<file path="config.mk">
export PLATFORM = sky130hd
export DESIGN_NAME = serial_alu_core
export DESIGN_NICKNAME = d
export VERILOG_FILES = /design/src/rtl/serial_alu_core.sv
export SDC_FILE = /design/constraint.sdc
export NUM_CORES = 1
export LEC_CHECK = 0
export ABC_AREA = 1
export CORE_ASPECT_RATIO = 0.75
export CORE_MARGIN = 4
export CORE_UTILIZATION = 45
export DETAILED_ROUTE_END_ITERATION = 6
export GPL_TIMING_DRIVEN = 1
export SYNTH_ARGS = -nofsm -noshare
export SYNTH_HDL_FRONTEND = slang
export SYNTH_SLANG_ARGS = --single-unit
</file>
<file path="constraint.sdc">
create_clock -name clk -period 3.05 [get_ports clk]
set_input_delay 0.7625 -clock clk [delete_from_list [all_inputs] [get_ports clk]]
set_output_delay 0.7625 -clock clk [all_outputs]
set_load 0.1 [all_outputs]
</file>
<file path="src/rtl/serial_alu_core.sv">
// Serially programmed ALU core: a 5-state FSM (mode input x) shifts in instructions LSB first,
// executes each once on a register file, and reads results back serially. XOR via SERIAL_ALU_XOR_EN.
module serial_alu_core #(
  parameter int DATA_W     = 4,
  parameter int REG_ADDR_W = 2
) (
  input  logic              clk,
  input  logic              rst_n,
  input  logic              x,
  input  logic              data_in,
  output logic              data_out,
  output logic [DATA_W:0]   z,
  output logic              zero,
  output logic              done
);

  localparam int NREGS = 2 ** REG_ADDR_W;
  localparam int FW    = ((DATA_W + REG_ADDR_W) > (3 * REG_ADDR_W)) ?
                         (DATA_W + REG_ADDR_W) : (3 * REG_ADDR_W);
  localparam int IW    = 3 + FW;

  typedef enum logic [2:0] {
    ST_RESET  = 3'd0,
    ST_IDLE   = 3'd1,
    ST_SHIFT  = 3'd2,
    ST_UPDATE = 3'd3,
    ST_EXEC   = 3'd4
  } state_t;

  state_t                  state_r, state_s;
  logic [IW-1:0]           shift_r, shadow_r;
  logic [DATA_W-1:0]       regs_r [NREGS];
  logic [DATA_W:0]         z_r;
  logic                    zero_r, data_out_r, done_r;

  logic [2:0]              op_s;
  logic [REG_ADDR_W-1:0]   dst_s, srca_s, srcb_s;
  logic [DATA_W-1:0]       imm_s, a_s, b_s;
  logic [DATA_W:0]         res_s;
  logic                    wr_en_s, z_en_s;

  assign data_out = data_out_r;
  assign z        = z_r;
  assign zero     = zero_r;
  assign done     = done_r;

  assign op_s   = shadow_r[IW-1 -: 3];
  assign dst_s  = shadow_r[IW-4 -: REG_ADDR_W];
  assign srca_s = shadow_r[IW-4-REG_ADDR_W -: REG_ADDR_W];
  assign srcb_s = shadow_r[REG_ADDR_W-1:0];
  assign imm_s  = shadow_r[DATA_W-1:0];
  assign a_s    = regs_r[srca_s];
  assign b_s    = regs_r[srcb_s];

  // State register
  always_ff @(posedge clk or negedge rst_n) begin
    if (!rst_n) begin
      state_r <= ST_RESET;
    end else begin
      state_r <= state_s;
    end
  end

  // Next-state logic
  always_comb begin
    state_s = ST_RESET;
    case (state_r)
      ST_RESET:  state_s = x ? ST_RESET : ST_IDLE;
      ST_IDLE:   state_s = x ? ST_SHIFT : ST_IDLE;
      ST_SHIFT:  state_s = x ? ST_SHIFT : ST_UPDATE;
      ST_UPDATE: state_s = ST_EXEC;
      ST_EXEC:   state_s = x ? ST_RESET : ST_IDLE;
      default:   state_s = ST_RESET;
    endcase
  end

  // Instruction decode and ALU; borrow falls out of the (DATA_W+1)-bit subtraction MSB
  always_comb begin
    res_s   = {(DATA_W+1){1'b0}};
    wr_en_s = 1'b0;
    z_en_s  = 1'b0;
    case (op_s)
      3'b000: begin res_s = {1'b0, imm_s};             wr_en_s = 1'b1; z_en_s = 1'b1; end
      3'b001: begin res_s = {1'b0, a_s} + {1'b0, b_s}; wr_en_s = 1'b1; z_en_s = 1'b1; end
      3'b010: begin res_s = {1'b0, a_s} - {1'b0, b_s}; wr_en_s = 1'b1; z_en_s = 1'b1; end
      3'b011: begin res_s = {1'b0, a_s & b_s};         wr_en_s = 1'b1; z_en_s = 1'b1; end
      3'b100: begin res_s = {1'b0, a_s | b_s};         wr_en_s = 1'b1; z_en_s = 1'b1; end
      3'b101: begin res_s = {1'b0, imm_s};             wr_en_s = 1'b0; z_en_s = 1'b1; end
`ifdef SERIAL_ALU_XOR_EN
      3'b110: begin res_s = {1'b0, a_s ^ b_s};         wr_en_s = 1'b1; z_en_s = 1'b1; end
`else
      3'b110: begin res_s = {(DATA_W+1){1'b0}};        wr_en_s = 1'b0; z_en_s = 1'b0; end
`endif
      default: begin res_s = {(DATA_W+1){1'b0}};       wr_en_s = 1'b0; z_en_s = 1'b0; end
    endcase
  end

  // Datapath: shift/capture, shadow load, execute and register-file write-back
  always_ff @(posedge clk or negedge rst_n) begin
    if (!rst_n) begin
      shift_r    <= {IW{1'b0}};
      shadow_r   <= {IW{1'b0}};
      z_r        <= {(DATA_W+1){1'b0}};
      zero_r     <= 1'b0;
      data_out_r <= 1'b0;
      done_r     <= 1'b0;
      for (int i = 0; i < NREGS; i++) regs_r[i] <= {DATA_W{1'b0}};
    end else begin
      done_r <= (state_r == ST_EXEC);
      case (state_r)
        ST_RESET: begin
          shadow_r <= {IW{1'b0}};
          z_r      <= {(DATA_W+1){1'b0}};
          zero_r   <= 1'b1;
          for (int i = 0; i < NREGS; i++) regs_r[i] <= {DATA_W{1'b0}};
        end
        ST_IDLE: begin
          if (x) shift_r <= {{(IW-DATA_W-1){1'b0}}, z_r};
        end
        ST_SHIFT: begin
          data_out_r <= shift_r[0];
          shift_r    <= {data_in, shift_r[IW-1:1]};
        end
        ST_UPDATE: begin
          shadow_r <= shift_r;
        end
        ST_EXEC: begin
          if (wr_en_s) regs_r[dst_s] <= res_s[DATA_W-1:0];
          if (z_en_s) begin
            z_r    <= res_s;
            zero_r <= (res_s[DATA_W-1:0] == {DATA_W{1'b0}});
          end
        end
        default: begin
          done_r <= 1'b0;
        end
      endcase
    end
  end

endmodule

</file>
==> out/results.ini <==
[layout]
layout-drive-gt1-share_pct = 14.78
fin_nets = 356
area_growth_pct = 15.89
diodes = 0
final_cells = 420

[floorplanning]
start_util_pct = 46.49
die-area_sq_um = 6797
die_h_microns = 72.41
row_count = 23
placeableCoreArea_sq_um = 5353
pin_count = 12
fp.dieW_microns = 93.87

[sta]
finalHoldViolations = 0
setup_violations = 0
post-route-period-util_pct = 94.10
worstMarginPinSlew_ns = 0.4921
drv_slew = 0
finalClockSkew_ns = 0.004843
relSlewSlack_pct = 67.19
min_period_ns = 2.870
fmax_mhz = 348.4

[global_routing]
gr-usage-all-layers_pct = 21.13
grt_pass1_vias = 2115
grt_max_degree = 40
antenna_found_initial = 0
grt-ovfl-total = 0
grt_pass1_wl_microns = 10970

[power_and_ir_drop]
power_uw = 2381
peakVddDrop_mv = 0.3937
leakagePower_uw = 0.001388
power.density_nw_per_um2 = 825.5

[routing]
vias = 2276
first_pass_iters = 5
viasPerCell = 5.419
drc = 0
routedWlPerCell_microns = 15.54
ant_nets = 0
wirelength_microns = 6527
drt_iter0_drc = 191

[synth]
synthFlopType = dfrtp_1
synth_seq_cells = 45
syn_area_sq_um = 2489
syn_area_per_cell_sq_um = 7.777
synthArstFlopShare_pct = 100.0
mappedNetlistNets = 332
synth_edf_count = 0
synth_cells = 320
seq_area_frac_synth_pct = 45.25
yosysWarningCount = 0
synth_cell_types = 30

[setup_path]
timing.rr.start = shadow_r[0]
cp.required_ns = 3.23
crit_start = shadow_r[0]
critPathMaxFanout = 9
endpoint_kind = flip-flop
worstSetupStartpointType = flip-flop
worstPathArrival_ns = 3.05
crit_type = reg -> reg

[clocking]
clk_pin_slew_worst_paths_ns = 0.10
clockBufferDepth = 2
htree_num_levels = 2
cts_made_buffers = 5
cts_sinks = 45
cts_tree = done
clock_latency_ns = 0.30
cts_root_buf = clkbuf_8

[place]
place.port_buffers = 11
gp_routability_congestion = 0.8761
dp_hpwl_microns = 4778
dp.cells = 403

[flow_run]
max_cap_viol_count = 0

[status]
status = finished, final reports clean

[worst_hold_path]
min_path_type = in -> async

==> cell usage after synthesis, types with 2 or more instances <==
cell      count  area share, %
inv_1        41            6.2
xor2_1        3            1.1
nor2_1       15            2.3
o22ai_1      18            4.5
o21ai_0      25            5.0
clkbuf_1      2           0.30
nand2_1      84             13
o21ai_1       3           0.60
ha_1          7            3.5
nand3_1      35            7.0
buf_2         5            1.0
inv_2         5           0.75
o21ai_2       3            1.1
nand3b_1      2           0.60
a21oi_1       9            1.8
o211ai_1      5            1.5
dfrtp_1      45             45
==> critical path: stages, from the launching register on <==
cell	delay (ns)
dfrtp_1	0.39
buf_6	0.15
nand2_1	0.06
nand3_1	0.12
nand2_2	0.10
ha_1	0.21
or2_2	0.30
xor2_1	0.15
ha_1	0.37
a21oi_2	0.20
nand3b_1	0.10
nand3_1	0.09
nand2_1	0.10
o21ai_4	0.31
o22ai_2	0.11
==> state kept, by name, indices dropped and copies added (netlist names) <==
name and flops:
data_out 1, z 5, zero 1, done 1, shadow_r 9, regs_r 16
shift_r 9, state_r 3
==> timing repair <==
item | CTS | global route
buffers inserted | 0 | 9
resized for setup | 0 | 10
hold buffers | 0 | 0
endpoints found under the setup margin | 0 | 9
==> metrics by stage <==
stage | hold WS [ns] | util, % | worst slack, ns | TNS (ns) | area (sq um)
floorplan | 0.4669 | - | 0.5531 | 0 | 2489
global placement | 0.4681 | 49.79 | 0.1246 | 0 | 2665
detailed placement | 0.4868 | 49.79 | 0.08338 | 0 | 2665
CTS | 0.2742 | 51.99 | 0.05682 | 0 | 2783
global route | 0.2719 | 53.88 | -0.04280 | -0.1375 | 2884
finish | 0.2720 | 53.88 | 0.1801 | 0 | 2884
==> power by group <==
group	switching [uW]	leakage, uW	internal [uW]
logic	759	0.000719	360
clock network	235	0.0000563	250
registers	77.8	0.000612	700
==> final cells by class <==
class	instances	area [sq um]
fillers	537	2469
repair buffers	24	186.4
well taps	75	93.84
clock buffers	5	68.82
multi-input cells	222	1186
flip-flops and latches	45	1127
inverters	46	172.7
clock inverters	3	48.80
==> cells in the final DEF (no fill, tap or decap), drive strengths merged <==
cell	count
dfrtp	45
or2	1
a21o	1
clkdlybuf4s50	2
o21ai	31
a211oi	1
a32oi	1
nor2	17
buf	22
clkinvlp	1
and2	1
ha	7
fa	1
xor2	3
o22ai	18
nand2	84
clkbuf	5
nand4	1
o211ai	5
nand3b	2
nor3	1
nand3	36
a31oi	1
o21a	1
inv	47
bufinv	1
a21oi	9
==> final timing paths <==
kind,end,slack (ns),cells past startpoint
min reg2reg,data_out,0.50,2
max,regs_r[11],0.18,14
max in group asynchronous,shadow_r[1],2.05,2
max reg2reg,regs_r[11],0.18,14
min,state_r[0],0.27,1
min in group clk,data_out,0.50,2
==> per-layer routing <==
metal  GRT usage [%]  routed length [microns]  vias up
met5               0                        0        -
met4           7.692                      170        0
met3           4.041                      403       20
met2           29.03                     2650       81
met1           32.76                     3303     1068
li1                -                        -     1107
==> cells by family (layout without fill, tap and decap cells) <==
family,count (synthesis),count (layout),share of synthesized area (%)
xor gates and xnor gates,3,3,1.056
buffers and inverters,53,78,8.245
and+or+nand+nor,143,143,24.84
adders and majority gates,8,8,4.324
AOI/OAI and AO/OA,68,68,16.29
DFF,45,45,45.25
Power figures use the tool's default switching activity.
